==> config.mk <==
export PLATFORM = sky130hd
export DESIGN_NAME = demux_1x2_ctrl
export DESIGN_NICKNAME = d
export VERILOG_FILES = /design/src/rtl/demux_ctrl_pkg.sv /design/src/rtl/demux_ctrl_cnt.sv /design/src/rtl/demux_1x2_ctrl.sv
export SDC_FILE = /design/constraint.sdc
export NUM_CORES = 1
export LEC_CHECK = 0
export ABC_AREA = 1
export CORE_MARGIN = 10
export CORE_UTILIZATION = 34
export CTS_CLUSTER_SIZE = 30
export DETAILED_ROUTE_END_ITERATION = 10
export GPL_TIMING_DRIVEN = 1
export PLACE_DENSITY = 0.75
export REMOVE_ABC_BUFFERS = 1
export SETUP_SLACK_MARGIN = 0.1
export SYNTH_ARGS = -nofsm -noshare
export SYNTH_HDL_FRONTEND = slang
export SYNTH_SLANG_ARGS = --single-unit
==> constraint.sdc <==
create_clock -name clk -period 0.9 [get_ports clk]
set_input_delay 0.09 -clock clk [delete_from_list [all_inputs] [get_ports clk]]
set_output_delay 0.09 -clock clk [all_outputs]
set_load 0.01 [all_outputs]
==> src/rtl/demux_ctrl_pkg.sv <==
// Shared types and constants for the 1x2 demux sequencing controller.
// Optional build macro used by the slice: DEMUX_CTRL_CNT_EN (per-channel
// transfer counters).
package demux_ctrl_pkg;

  // Controller state: IDLE = holding register empty, SEND = beat on offer.
  typedef enum logic [0:0] {
    IDLE = 1'b0,
    SEND = 1'b1
  } state_t;

  // Destination selection modes.
  localparam int MODE_DEST = 0;
  localparam int MODE_RR   = 1;

  // Channel encodings used for tgt, rr_ptr and sel_last.
  localparam logic CH_A = 1'b0;
  localparam logic CH_B = 1'b1;

  // Picks the channel for a newly captured beat.
  function automatic logic pick_target(input int mode, input logic dest, input logic rr_ptr);
    return (mode == MODE_DEST) ? dest : rr_ptr;
  endfunction

endpackage : demux_ctrl_pkg

==> src/rtl/demux_ctrl_cnt.sv <==
// Wrapping transfer counter, one per output channel.
// Only compiled when DEMUX_CTRL_CNT_EN is defined.
`ifdef DEMUX_CTRL_CNT_EN
module demux_ctrl_cnt #(
  parameter int CNT_W = 8
) (
  input  logic             clk,
  input  logic             rst,
  input  logic             inc,
  output logic [CNT_W-1:0] cnt
);

  logic [CNT_W-1:0] cnt_reg;

  // Count accepted transfers; natural binary overflow gives the wrap to 0.
  always_ff @(posedge clk) begin
    if (rst) begin
      cnt_reg <= '0;
    end else if (inc) begin
      cnt_reg <= cnt_reg + 1'b1;
    end
  end

  assign cnt = cnt_reg;

endmodule : demux_ctrl_cnt
`endif

==> src/rtl/demux_1x2_ctrl.sv <==
// Sequencing controller for a 1x2 demux: one valid/ready input stream is
// steered beat by beat to channel A or B through a one-entry holding
// register. Channel comes from in_dest (MODE 0) or a round-robin pointer
// (MODE 1). Define DEMUX_CTRL_CNT_EN to add a_cnt/b_cnt transfer counters.
module demux_1x2_ctrl
  import demux_ctrl_pkg::*;
#(
  parameter int DATA_W = 8,
  parameter int MODE   = 0,
  parameter int CNT_W  = 8
) (
  input  logic              clk,
  input  logic              rst,
  input  logic              in_valid,
  output logic              in_ready,
  input  logic [DATA_W-1:0] in_data,
  input  logic              in_dest,
  output logic              a_valid,
  input  logic              a_ready,
  output logic [DATA_W-1:0] a_data,
  output logic              b_valid,
  input  logic              b_ready,
  output logic [DATA_W-1:0] b_data,
  output logic              busy,
  output logic              sel_last
`ifdef DEMUX_CTRL_CNT_EN
  ,
  output logic [CNT_W-1:0]  a_cnt,
  output logic [CNT_W-1:0]  b_cnt
`endif
);

  state_t             state_reg;
  logic [DATA_W-1:0]  hold_data_reg;
  logic               tgt_reg;
  logic               rr_ptr_reg;
  logic               sel_last_reg;

  logic               a_fire;
  logic               b_fire;
  logic               out_fire;
  logic               in_fire;
  logic               tgt_next;

  // Only the targeted channel sees valid; both see the held payload.
  assign a_valid  = (state_reg == SEND) && (tgt_reg == CH_A);
  assign b_valid  = (state_reg == SEND) && (tgt_reg == CH_B);
  assign a_data   = hold_data_reg;
  assign b_data   = hold_data_reg;
  assign busy     = (state_reg == SEND);
  assign sel_last = sel_last_reg;

  // Ready of the non-target channel is masked by its zero valid.
  assign a_fire   = a_valid && a_ready;
  assign b_fire   = b_valid && b_ready;
  assign out_fire = a_fire || b_fire;

  // in_ready never looks at in_valid, so no valid->ready loop is created.
  // In SEND a new beat is taken only when the held one leaves this cycle.
  assign in_ready = (state_reg == IDLE) ? 1'b1 : out_fire;
  assign in_fire  = in_valid && in_ready;

  assign tgt_next = pick_target(MODE, in_dest, rr_ptr_reg);

  // State, holding register and channel bookkeeping.
  always_ff @(posedge clk) begin
    if (rst) begin
      state_reg     <= IDLE;
      hold_data_reg <= '0;
      tgt_reg       <= CH_A;
      rr_ptr_reg    <= CH_A;
      sel_last_reg  <= CH_A;
    end else begin
      if (in_fire) begin
        // Capture (also covers back-to-back refill while draining).
        state_reg     <= SEND;
        hold_data_reg <= in_data;
        tgt_reg       <= tgt_next;
        sel_last_reg  <= tgt_next;
        if (MODE == MODE_RR) begin
          rr_ptr_reg <= ~rr_ptr_reg;
        end
      end else if (out_fire) begin
        state_reg <= IDLE;
      end
    end
  end

`ifdef DEMUX_CTRL_CNT_EN
  demux_ctrl_cnt #(.CNT_W(CNT_W)) u_a_cnt (
    .clk (clk),
    .rst (rst),
    .inc (a_fire),
    .cnt (a_cnt)
  );

  demux_ctrl_cnt #(.CNT_W(CNT_W)) u_b_cnt (
    .clk (clk),
    .rst (rst),
    .inc (b_fire),
    .cnt (b_cnt)
  );
`endif

endmodule : demux_1x2_ctrl

==> results of run 1 <==
[per-stage QoR]
| step | total power, uW | TNS, ns | utilization, % | hold slack [ns] | cells |
|---|---|---|---|---|---|
| after floorplan | 689 | -1.86 | - | 0.203 | 86 |
| after global placement | 943 | -5.80 | 55.8 | 0.510 | 152 |
| after detailed placement | 953 | -6.19 | 55.8 | 0.510 | 152 |
| after CTS | 1280 | -2.10 | 59.5 | 0.490 | 157 |
| after global routing | 1360 | -2.64 | 61.1 | 0.525 | 158 |
| final | 1280 | -1.57 | 61.1 | 0.492 | 158 |
[worst min-delay path, stage by stage]
cell and delay [ns]:
clkdlybuf4s50_1 0.40, inv_1 0.05, nand4_1 0.08, nand2_1 0.06, nor2_1 0.03
[power by group]
part / switching, uW / internal, uW / total, uW / leakage (uW)
Sequential: 42.4 / 486 / 529 / 0.0000867
Clock: 140 / 154 / 294 / 0.0000138
Combinational: 195 / 264 / 459 / 0.000506
Total: 377 / 904 / 1280 / 0.000607
[final cells by class]
cell class              instances  area [sq um]  share of cell area [%]
multi-input cells              44           246                    23.1
clock buffers                   3          22.5                    2.11
flip-flops and latches         10           218                    20.4
inverters                      33           125                    11.7
repair buffers                 43           423                    39.7
well taps                      25          31.3                    2.93
[layout by cell type (no fill, tap or decap)]
| master | count |
|---|---|
| clkdlybuf4s50_1 | 13 |
| buf_6 | 20 |
| nand3_4 | 1 |
| o21ai_1 | 1 |
| nand2_1 | 19 |
| clkbuf_4 | 3 |
| dfxtp_4 | 2 |
| nand3b_4 | 1 |
| nand4_1 | 9 |
| inv_1 | 30 |
| nor2_1 | 5 |
| buf_2 | 3 |
| nand2_2 | 1 |
| nor2_2 | 5 |
| dfxtp_2 | 8 |
| buf_4 | 7 |
| nand3_2 | 2 |
| inv_2 | 2 |
| clkinv_2 | 1 |
[per-layer routing]
| metal | vias up | routed length, um | GRT usage [%] |
|---|---|---|---|
| met2 | 30 | 854 | 15.9 |
| met5 | - | 0 | 0 |
| met1 | 269 | 772 | 9.82 |
| met4 | 0 | 12 | 4.64 |
| met3 | 2 | 148 | 3.53 |
| li1 | 350 | - | - |
[final timing paths]
kind / start / end / slack [ns]
worst max-delay path: sel_last / in_ready / -0.18
worst min-delay path: in_data[4] / a_data[4] / 0.49
worst max register to register: sel_last / a_data[2] / -0.15
worst min register to register: a_data[1] / a_data[1] / 0.53
[timing repair]
action,in CTS,in global routing
cloned,0,1
buffers inserted,2,0
resized for setup,110,10
pin swaps,1,1
endpoints found under the setup margin,31,31
[logic make-up (layout without fill, tap and decap cells)]
group                  Yosys count  count (layout)  synth area share [%]
buffers and inverters           44              79                  33.2
AO/OA/AOI/OAI                    1               1                 0.785
AND/OR/NAND/NOR                 42              43                  34.6
flip-flops                      10              10                  31.4
==> results.yml, run 1 <==
synth:
  ys_warn_count: 0
  synth_area_sq_um: 637
  synth.most_common_cell: "inv_1"
  async_flop_share_pct: 0
  synthFlopType: "dfxtp_1"
  ys_types: 16
  syn_inst: 97
  synth-edff-count: 0
  synth_area_leaders: "dfxtp_1 31%, inv_1 18%, nand2_1 11%"
  synth_top_area_cell: "dfxtp_1"
  yosysSeqAreaShare_pct: 31.4
  synth_top_area_share_pct: 31.4
  syn_avg_cell_area_sq_um: 6.57
  ys_top_cells_by_count: "31 x inv_1, 19 x nand2_1, 10 x dfxtp_1"
  ys_seq_elements: 10
clock_tree:
  htreeDepth: 1
  cts_hold_buf: 0
  clkTransAtPathRegs_ns: 0.06
  cts.sinks: 10
  cts_tree: "built"
  ctsLongestPathBuffers: 2
  cts_buffers: 3
  cts_root_buf: "clkbuf_4"
  clock_latency_ns: 0.25
routing:
  drtIter0Drc: 13
  post_drt_wl_per_cell_um: 11.3
  vias_per_cell: 4.12
  drtPass1Iterations: 4
  final_antenna_net_count: 0
  route.detailed.drc: 0
  num_vias: 651
  routed_wl_um: 1790
run_status:
  violations: "setup timing"
  outcome: "finished with violations"
worst_setup_path:
  worstPathBufferInverterCount: 3
  critical_path_cell_count: 5
  cpLargestDelayFamily: "flip-flops"
  critPathLaunchType: "flip-flop"
  reg2reg_depth: 7
  critPathMostFrequentCell: "inv_2"
  arrival_ns: 0.99
  critPathKind: "flip-flop to output pin"
  critPathSlowestCell: "dfxtp_2"
  cp.required_ns: 0.81
  max_stage_delay_ns: 0.34
  crit_chain: "inv_2 -> nand3b_4 -> nand2_2 -> inv_2 -> buf_6"
  worstSetupEndpointType: "output pin"
  crit_fanout: 3
timing:
  slew_headroom_pct: 82.6
  fin_crit_sh_pct: 120
  setup_viol: 13
  hold_viol: 0
  rsz0062_at_grt: "true"
  fmaxAchievable_ghz: 0.928
  finalCriticalPeriod_ns: 1.08
  slew_viol_final: 0
  clock_skew_ns: 0.00132
  worstMarginPinSlew_ns: 0.260
  setup_slack_ns: -0.177
global_routing:
  overflow: 0
  grt_pass1_vias: 696
  grt_usage_pct: 9.32
  antenna_found_initial: 0
  grt_max_degree: 11
  grt_pass1_wl_um: 3130
flow_run:
  max_cap_viol_count: 0
placement:
  gp_congestion: 0.711
  hpwl_um: 1380
  place_ws_ns: -0.493
  dpl_cell_area_sq_um: 973
  numPortBuffers: 34
layout:
  nets: 149
  fin_area_sq_um: 1070
  n_antenna_cell: 0
  drive_gt1_share_pct: 42.1
  area_growth_pct: 67.4
  largest_reg_flops: 8
  fillerInstances: 166
die:
  ios: 35
  die_height_um: 63.3
  die-area_sq_um: 4000
  core-area_sq_um: 1750
  start_util_pct: 36.5
  fp.dieW_um: 63.3
  rows: 15
power_and_ir_drop:
  peakVddDrop_mv: 0.617
  p_leak_uw: 0.000607
  p_per_area_nw_per_um2: 1200
worst_hold_path:
  hold_depth: 5
  hp-class: "primary input to flip-flop"
Power figures use the tool's default switching activity.
==> inputs of run 2 (changes only) <==
Settings changed: GPL_TIMING_DRIVEN 1 to 0.
==> run 2 against run 1 <==
  * The flow still finishes with violations (setup timing)
  * Hold slack worse by 0.0055 ns
  * Routed wire length up 2.0%
  * Global-route usage fell by 0.39 points
  * Clock skew increased by 0.00091 ns
  * Critical path type unchanged
  * Critical endpoint unchanged
  * Largest cell class unchanged
  * Largest power group unchanged
  * Highest routed layer unchanged
==> results.yml, run 2 (synthesized netlist as in run 1, its figures left out) <==
run_status:
  outcome: "finished with violations"
  violations: "setup timing"
worst_setup_path:
  arrival_ns: 1.01
  crit_chain: "inv_4 -> nand3b_4 -> nand2_2 -> inv_2 -> buf_6"
  reg2reg_depth: 7
  r2r-end: "sel_last"
  critPathSlowestCell: "dfxtp_4"
  rr_startpoint: "sel_last"
  r2r_slack_ns: -0.18
  critPathLaunchType: "flip-flop"
  critPathKind: "flip-flop to output pin"
  worstSetupEndpointType: "output pin"
  cp.required_ns: 0.81
  crit_fanout: 4
  max_stage_delay_ns: 0.37
routing:
  route.detailed.drc: 0
  vias_per_cell: 4.25
  drtPass1Iterations: 2
  drtIter0Drc: 1
  final_antenna_net_count: 0
  post_drt_wl_per_cell_um: 11.8
  routed_wl_um: 1820
  num_vias: 654
worst_hold_path:
  hold_depth: 5
  hp-class: "primary input to flip-flop"
  min_to: "a_data[0]"
  worstHoldStart: "in_data[0]"
layout:
  final_cell_mix: "30 x inv_1, 21 x buf_6, 19 x nand2_1"
  nets: 145
  area_growth_pct: 66.4
  n_antenna_cell: 0
  final_common_cell: "inv_1"
  drive_gt1_share_pct: 39.5
  largest_reg_flops: 8
  fin_cells: 154
die:
  ios: 35
  die-area_sq_um: 4000
  die_height_um: 63.3
  rows: 15
  core-area_sq_um: 1750
  start_util_pct: 36.5
  fp.dieW_um: 63.3
clock_tree:
  cts_root_buf: "clkbuf_4"
  clkTransAtPathRegs_ns: 0.06
  htreeDepth: 1
  clock_latency_ns: 0.26
  cts.sinks: 10
  cts_tree: "built"
  cts_buffers: 3
  ctsLongestPathBuffers: 2
  cts_hold_buf: 0
power_and_ir_drop:
  comb_power_share_pct: 35.1
  seqPwrFrac_pct: 41.4
  p_switching_uw: 391
  clkPwrFrac_pct: 23.6
  peakVddDrop_mv: 0.630
  p_per_area_nw_per_um2: 1220
  p_leak_uw: 0.000596
  p_int_uw: 897
  switching_share_pct: 30.4
global_routing:
  overflow: 0
  grt_pass1_vias: 615
  grt_pass1_wl_um: 2880
  grt_usage_pct: 8.93
  grt_max_degree: 13
  antenna_found_initial: 0
placement:
  hpwl_um: 1260
  gp_congestion: 0.707
  numPortBuffers: 34
  place_ws_ns: -0.680
  dp_cells: 145
timing:
  worstMarginPinSlew_ns: 0.512
  rsz0062_at_grt: "true"
  fmaxAchievable_ghz: 0.907
  hold_viol: 0
  slew_headroom_pct: 65.8
  setup_viol: 15
  hold_slack_ns: 0.487
  clock_skew_ns: 0.00223
  fin_crit_sh_pct: 122
  finalCriticalPeriod_ns: 1.10
  setup_slack_ns: -0.202
  slew_viol_final: 0
flow_run:
  max_cap_viol_count: 0
## run 2: routing by layer
layer  track usage (%)  vias up  part of all wire, %
met5                 0        -                    0
met4              4.92        0                 0.44
li1                  -      341                    -
met1              9.03      290                   40
met2              15.4       21                   51
met3              3.53        2                  8.1
## run 2: how the worst max path moves through the flow
| stage | from | to |
|---|---|---|
| 5_1_grt | sel_last | sel_last |
| 2_1_floorplan | sel_last | a_data[0] |
| 6_report | sel_last | in_ready |
| 3_3_place_gp | a_ready | in_ready |
| 3_5_place_dp | a_ready | in_ready |
| 4_1_cts | sel_last | in_ready |
## run 2: power by group through the flow
| stage | sequential [uW] | combinational, uW | clock, uW |
|---|---|---|---|
| global route | 539 | 495 | 327 |
| finish | 533 | 452 | 303 |
| detailed placement | 521 | 404 | 0 |
| CTS | 532 | 444 | 314 |
| global placement | 519 | 399 | 0 |
| floorplan | 554 | 135 | 0 |
## run 2: timing repair
| item | in CTS | in global routing |
|---|---|---|
| setup endpoints to repair | 31 | 31 |
| gates cloned | 1 | 0 |
| setup buffers | 5 | 0 |
| pin swaps | 1 | 1 |
| gates resized for setup | 117 | 5 |
## run 2: area by class of cell
type	instances	area, sq um
Clock buffer	3	22.5
Inverter	33	128
Fill cell	161	686
Tap cell	25	31.3
Timing Repair Buffer	39	399
Sequential cell	10	218
Multi-Input combinational cell	44	262
## run 2: worst max-delay path, delay by kind of cell (launching register included)
kind / cells / cell delay [ns]
buf+inv: 3 / 0.21
flops: 1 / 0.37
simple gates: 2 / 0.18
## run 2: stage by stage
step	util, %	total power, uW	instance area (sq um)	TNS (ns)
floorplan	-	689	549	-1.86
finish	60.7	1290	1060	-1.97
detailed placement	52.8	925	921	-6.67
CTS	59.6	1290	1040	-1.94
global route	60.7	1360	1060	-2.98
global placement	52.8	917	921	-6.47
==> inputs of run 3 (changes only) <==
Settings changed: ABC_CLOCK_PERIOD_IN_PS from default to 900.
==> results of run 3 <==
The final DEF is identical to that of run 2; final timing and power are the same.
